File: src/rtl/instr_feeder.sv
// Fetch stage for the 16-bit multicycle processor: walks a synchronous-read ROM,
// presents each word on DIN, pulses Run, and waits for Done before the next fetch.
module instr_feeder #(
  parameter int unsigned AW         = 8,
  parameter int unsigned START_ADDR = 0,
  parameter int unsigned LAST_ADDR  = 255,
  parameter int unsigned TIMEOUT    = 15
) (
  input  logic          Clock,
  input  logic          Reset,
  input  logic          Enable,
  input  logic          StepMode,
  input  logic          Step,
  output logic [AW-1:0] MemAddr,
  input  logic [15:0]   MemQ,
  output logic [15:0]   DIN,
  output logic          Run,
  input  logic          Done,
  output logic [AW-1:0] PC,
  output logic [15:0]   InstrCount,
  output logic          Halted,
  output logic          Error
);

  localparam int unsigned WD_W = 8;
  localparam logic [AW-1:0]   START_PC = AW'(START_ADDR);
  localparam logic [AW-1:0]   LAST_PC  = AW'(LAST_ADDR);
  localparam logic [WD_W-1:0] WD_TRIP  = WD_W'(TIMEOUT - 1);

  typedef enum logic [2:0] {
    S_IDLE,
    S_ADDR,
    S_LOAD,
    S_ISSUE,
    S_WAIT,
    S_HALT
  } state_t;

  state_t          state, state_n;
  logic [AW-1:0]   pc_n;
  logic [15:0]     din_n;
  logic            run_n;
  logic [15:0]     cnt_n;
  logic            halted_n;
  logic            error_n;
  logic [WD_W-1:0] wd, wd_n;

  // State and all output registers; MemAddr always mirrors the next PC.
  always_ff @(posedge Clock or posedge Reset) begin
    if (Reset) begin
      state      <= S_IDLE;
      PC         <= START_PC;
      MemAddr    <= START_PC;
      DIN        <= 16'h0000;
      Run        <= 1'b0;
      InstrCount <= 16'h0000;
      Halted     <= 1'b0;
      Error      <= 1'b0;
      wd         <= '0;
    end else begin
      state      <= state_n;
      PC         <= pc_n;
      MemAddr    <= pc_n;
      DIN        <= din_n;
      Run        <= run_n;
      InstrCount <= cnt_n;
      Halted     <= halted_n;
      Error      <= error_n;
      wd         <= wd_n;
    end
  end

  // Next-state and next-output logic.
  always_comb begin
    state_n  = state;
    pc_n     = PC;
    din_n    = DIN;
    cnt_n    = InstrCount;
    halted_n = Halted;
    error_n  = Error;
    wd_n     = wd;

    case (state)
      S_IDLE: begin
        if (Halted) begin
          state_n = S_HALT;
        end else if (Enable && (!StepMode || Step)) begin
          state_n = S_ADDR;
        end
      end
      S_ADDR: begin
        state_n = S_LOAD;
      end
      S_LOAD: begin
        din_n   = MemQ;
        state_n = S_ISSUE;
      end
      S_ISSUE: begin
        // Watchdog holds the number of cycles elapsed since the issue cycle.
        wd_n    = WD_W'(1);
        state_n = S_WAIT;
      end
      S_WAIT: begin
        if (Done) begin
          cnt_n = InstrCount + 16'd1;
          if (PC == LAST_PC) begin
            halted_n = 1'b1;
            state_n  = S_HALT;
          end else begin
            pc_n    = PC + AW'(1);
            state_n = S_IDLE;
          end
        end else if (wd >= WD_TRIP) begin
          error_n  = 1'b1;
          halted_n = 1'b1;
          state_n  = S_HALT;
        end else begin
          wd_n = wd + WD_W'(1);
        end
      end
      S_HALT: begin
        state_n = S_HALT;
      end
      default: begin
        state_n = S_IDLE;
      end
    endcase

    run_n = (state_n == S_ISSUE);
  end

endmodule

File: config.mk
export PLATFORM = sky130hd
export DESIGN_NAME = instr_feeder
export DESIGN_NICKNAME = d
export VERILOG_FILES = /design/src/rtl/instr_feeder.sv
export SDC_FILE = /design/constraint.sdc
export NUM_CORES = 1
export LEC_CHECK = 0
export CAP_MARGIN = 25
export CORE_UTILIZATION = 30
export CTS_BUF_LIST = sky130_fd_sc_hd__clkbuf_4 sky130_fd_sc_hd__clkbuf_8
export CTS_CLUSTER_SIZE = 8
export DETAILED_ROUTE_END_ITERATION = 8
export GPL_TIMING_DRIVEN = 1
export PLACE_DENSITY = 0.59
export SLEW_MARGIN = 10
export SYNTH_ARGS = -nofsm -noshare
export SYNTH_HDL_FRONTEND = slang
export SYNTH_SLANG_ARGS = --single-unit
File: constraint.sdc
create_clock -name Clock -period 3.1 [get_ports Clock]
set_clock_uncertainty 0.15 [all_clocks]
set_input_delay 0.62 -clock Clock [delete_from_list [all_inputs] [get_ports Clock]]
set_output_delay 0.62 -clock Clock [all_outputs]
set_load 0.02 [all_outputs]
==> results by group <==
Run status
  – Outcome: finished clean

Place
  – IO buf count: 72
  – RD Place Congestion: 0.8206
  – Dpl cell area: 3217 um2
  – Post-DP HPWL: 3435 um

Detailed routing
  – Top Metal Used: met4
  – WL per Instance: 12.35 um
  – Antenna Violating Nets Remaining: 0
  – DR iter-0 viols: 75
  – Via/cell ratio: 4.520
  – DR WL met3: 295 um
  – Pre-antenna DRT Iters: 4
  – Met2 WL: 2103 um
  – Routed vias: 1,704
  – Total Routed Length: 4656 um
  – DRC: 0
  – Metal1 wirelength: 2201 um

Global route
  – Largest net degree at the start of global routing: 24
  – First-pass GRT wire length: 7900 um
  – Initial antenna violation count: 0
  – Congestion Overflow GR: 0
  – Vias in the first global route: 1,604
  – Total GRT Usage: 0.1183

Clock tree
  – Setup Buffers After CTS: 0
  – H-tree depth: 2
  – CTS Buf Count: 5
  – # hold bufs at CTS: 0
  – CTS root buffer: clkbuf_8
  – Clock transition at path regs: 0.10 ns
  – Clock sinks: 54
  – Bufs on Longest Clock Path: 2
  – CTS tree: built
  – Post-CTS resize count: 0
  – Worst skew pair latency: 0.30 ns

Yosys
  – Post-Syn Instances: 204
  – Post-synth top area share: 0.5553
  – Synth top area cells: dfrtp_1, mux2_2, xnor2_1
  – Async set-reset flop share out of synthesis: 1.000
  – Sequential element share of the synthesized area: 0.5553
  – Net Count, Synth: 230
  – Post-synth EDFFs: 0
  – Most common cell in the synthesized netlist: dfrtp_1
  – Syn Area/Cell: 11.93 um2
  – Netlist cell types: 41
  – Area leader, netlist: dfrtp_1
  – Post-synth top cells: dfrtp_1, mux2_2, nand2_1
  – Ys Warns: 0
  – Main synth FF type: dfrtp_1
  – FF+latch count, synth: 54
  – Cell Area, Synth: 2434 um2

Timing
  – Worst-Margin Slew: 0.5144 ns
  – Slew HR: 0.6539
  – Setup-failing EPs final: 0
  – Final hold viol count: 0
  – TNS Setup: 0 ns
  – Fin crit share: 0.7632
  – Unrepaired setup endpoints after global routing: no
  – Min cycle time layout: 2.366 ns
  – F_max: 422.6 MHz
  – Pins Over Slew Limit: 0

Final layout
  – Design Area, Final: 3326 um2
  – Nets: 300
  – Diode count: 0
  – Area Overhead vs Synth: 36.66%
  – Filler cell count: 754
  – Share of post-route cells with drive strength above 1: 0.1418
  – Post-layout util: 0.4282

Die
  – Num ports: 73
  – # rows: 32
  – Die W: 92.07 um
  – Initial core utilization: 0.3133
  – Die ar.: 8476 um2
  – Die Height: 92.07 um
  – Core area: 7767 um2

Power
  – Cell Pwr Density: 823.8 nW/um2
  – P_leak: 0.001414 uW
  – Worst VDD drop: 0.4097 mV

Setup path
  – Setup crit end kind: flop
  – Crit Path Max Fanout: 7
  – CP startpoint kind: input port
  – Worst reg2reg path depth: 4
  – CP required: 3.15 ns
  – WP data arrival: 2.42 ns
  – Critical path class: in2reg

Hold path
  – HP Class: reg2reg
  – WHS Path Cells: 1

Run
  – Max cap viols: 0
## registers in the layout, indices dropped and copies added, names as in the netlist
name	flops
state	3
Run	1
Halted	1
InstrCount	16
wd	8
DIN	16
Error	1
PC	8
## metrics by stage
step           power, uW  hold slack [ns]  setup slack, ns  cells
4_1_cts             2781           0.3347           0.7385    377
6_report            2740           0.3316           0.7340    377
5_1_grt             2915           0.3543           0.5705    377
3_3_place_gp        2297           0.3206           0.4958    369
2_1_floorplan       1820           0.3184            1.015    204
3_5_place_dp        2311           0.3207           0.4045    369
## final timing paths
check                               start             end  slack, ns
min reg2reg                InstrCount[15]  InstrCount[15]       0.33
min in group asynchronous           Reset  InstrCount[13]       0.42
min                        InstrCount[15]  InstrCount[15]       0.33
max reg2reg                      state[0]  InstrCount[15]       0.98
max in group asynchronous           Reset           wd[7]       1.78
max                                  Done  InstrCount[15]       0.73
## cell families after synthesis
| group | synth area share |
|---|---|
| compound gates | 0.06324 |
| xor+xnor | 0.07918 |
| fa+ha+maj | 0.02057 |
| buf+inv | 0.04678 |
| flops | 0.5553 |
| mux | 0.08329 |
| simple gates | 0.1517 |
## cell usage in the layout, fill, tap and decap left out, types with 2 or more instances in the layout
cell / synthesis / routed
a211o_1: 2 / 2
a21oi_1: 5 / 5
a22oi_1: 2 / 2
a41oi_1: 2 / 2
and2_1: 3 / 3
buf_4: 10 / 4
clkbuf_8: 0 / 5
clkdlybuf4s50_1: 0 / 72
clkinv_2: 0 / 2
dfrtp_1: 54 / 54
ha_1: 4 / 4
inv_1: 5 / 4
mux2_2: 18 / 18
nand2_1: 17 / 17
nand2b_1: 3 / 3
nand3_1: 4 / 4
nand4_1: 8 / 8
nor2_1: 8 / 8
nor2_2: 2 / 2
nor2b_1: 3 / 3
nor3b_1: 2 / 2
nor4_1: 3 / 3
o21ai_0: 8 / 8
xnor2_1: 15 / 15
xor2_1: 7 / 7
## routing by layer
| layer | track usage | vias up |
|---|---|---|
| li1 | - | 845 |
| met1 | 0.1654 | 804 |
| met2 | 0.1785 | 49 |
| met3 | 0.03483 | 6 |
| met4 | 0.03125 | 0 |
| met5 | 0 | - |
## report_power, final
group	switching [uW]	leakage [uW]	internal, uW
logic	533	0.000668	615
registers	215	0.000688	916
clock network	222	0.0000579	238
## worst max-delay path: stages
cell and delay (ns):
clkdlybuf4s50_1 0.58, nand4bb_1 0.31, nor4_1 0.57, nand4_1 0.18
xnor2_1 0.15
## area by class of cell
type / instances / area, um2 / share of cell area
Inverter: 5 / 18.77 / 0.005643
Clock buffer: 5 / 68.82 / 0.02069
Timing Repair Buffer: 76 / 750.7 / 0.2257
Sequential cell: 54 / 1351 / 0.4063
Clock inverter: 3 / 40.04 / 0.01204
Multi-Input combinational cell: 132 / 968.4 / 0.2912
Tap cell: 102 / 127.6 / 0.03837
No activity file was read; power rests on OpenSTA's default activity.
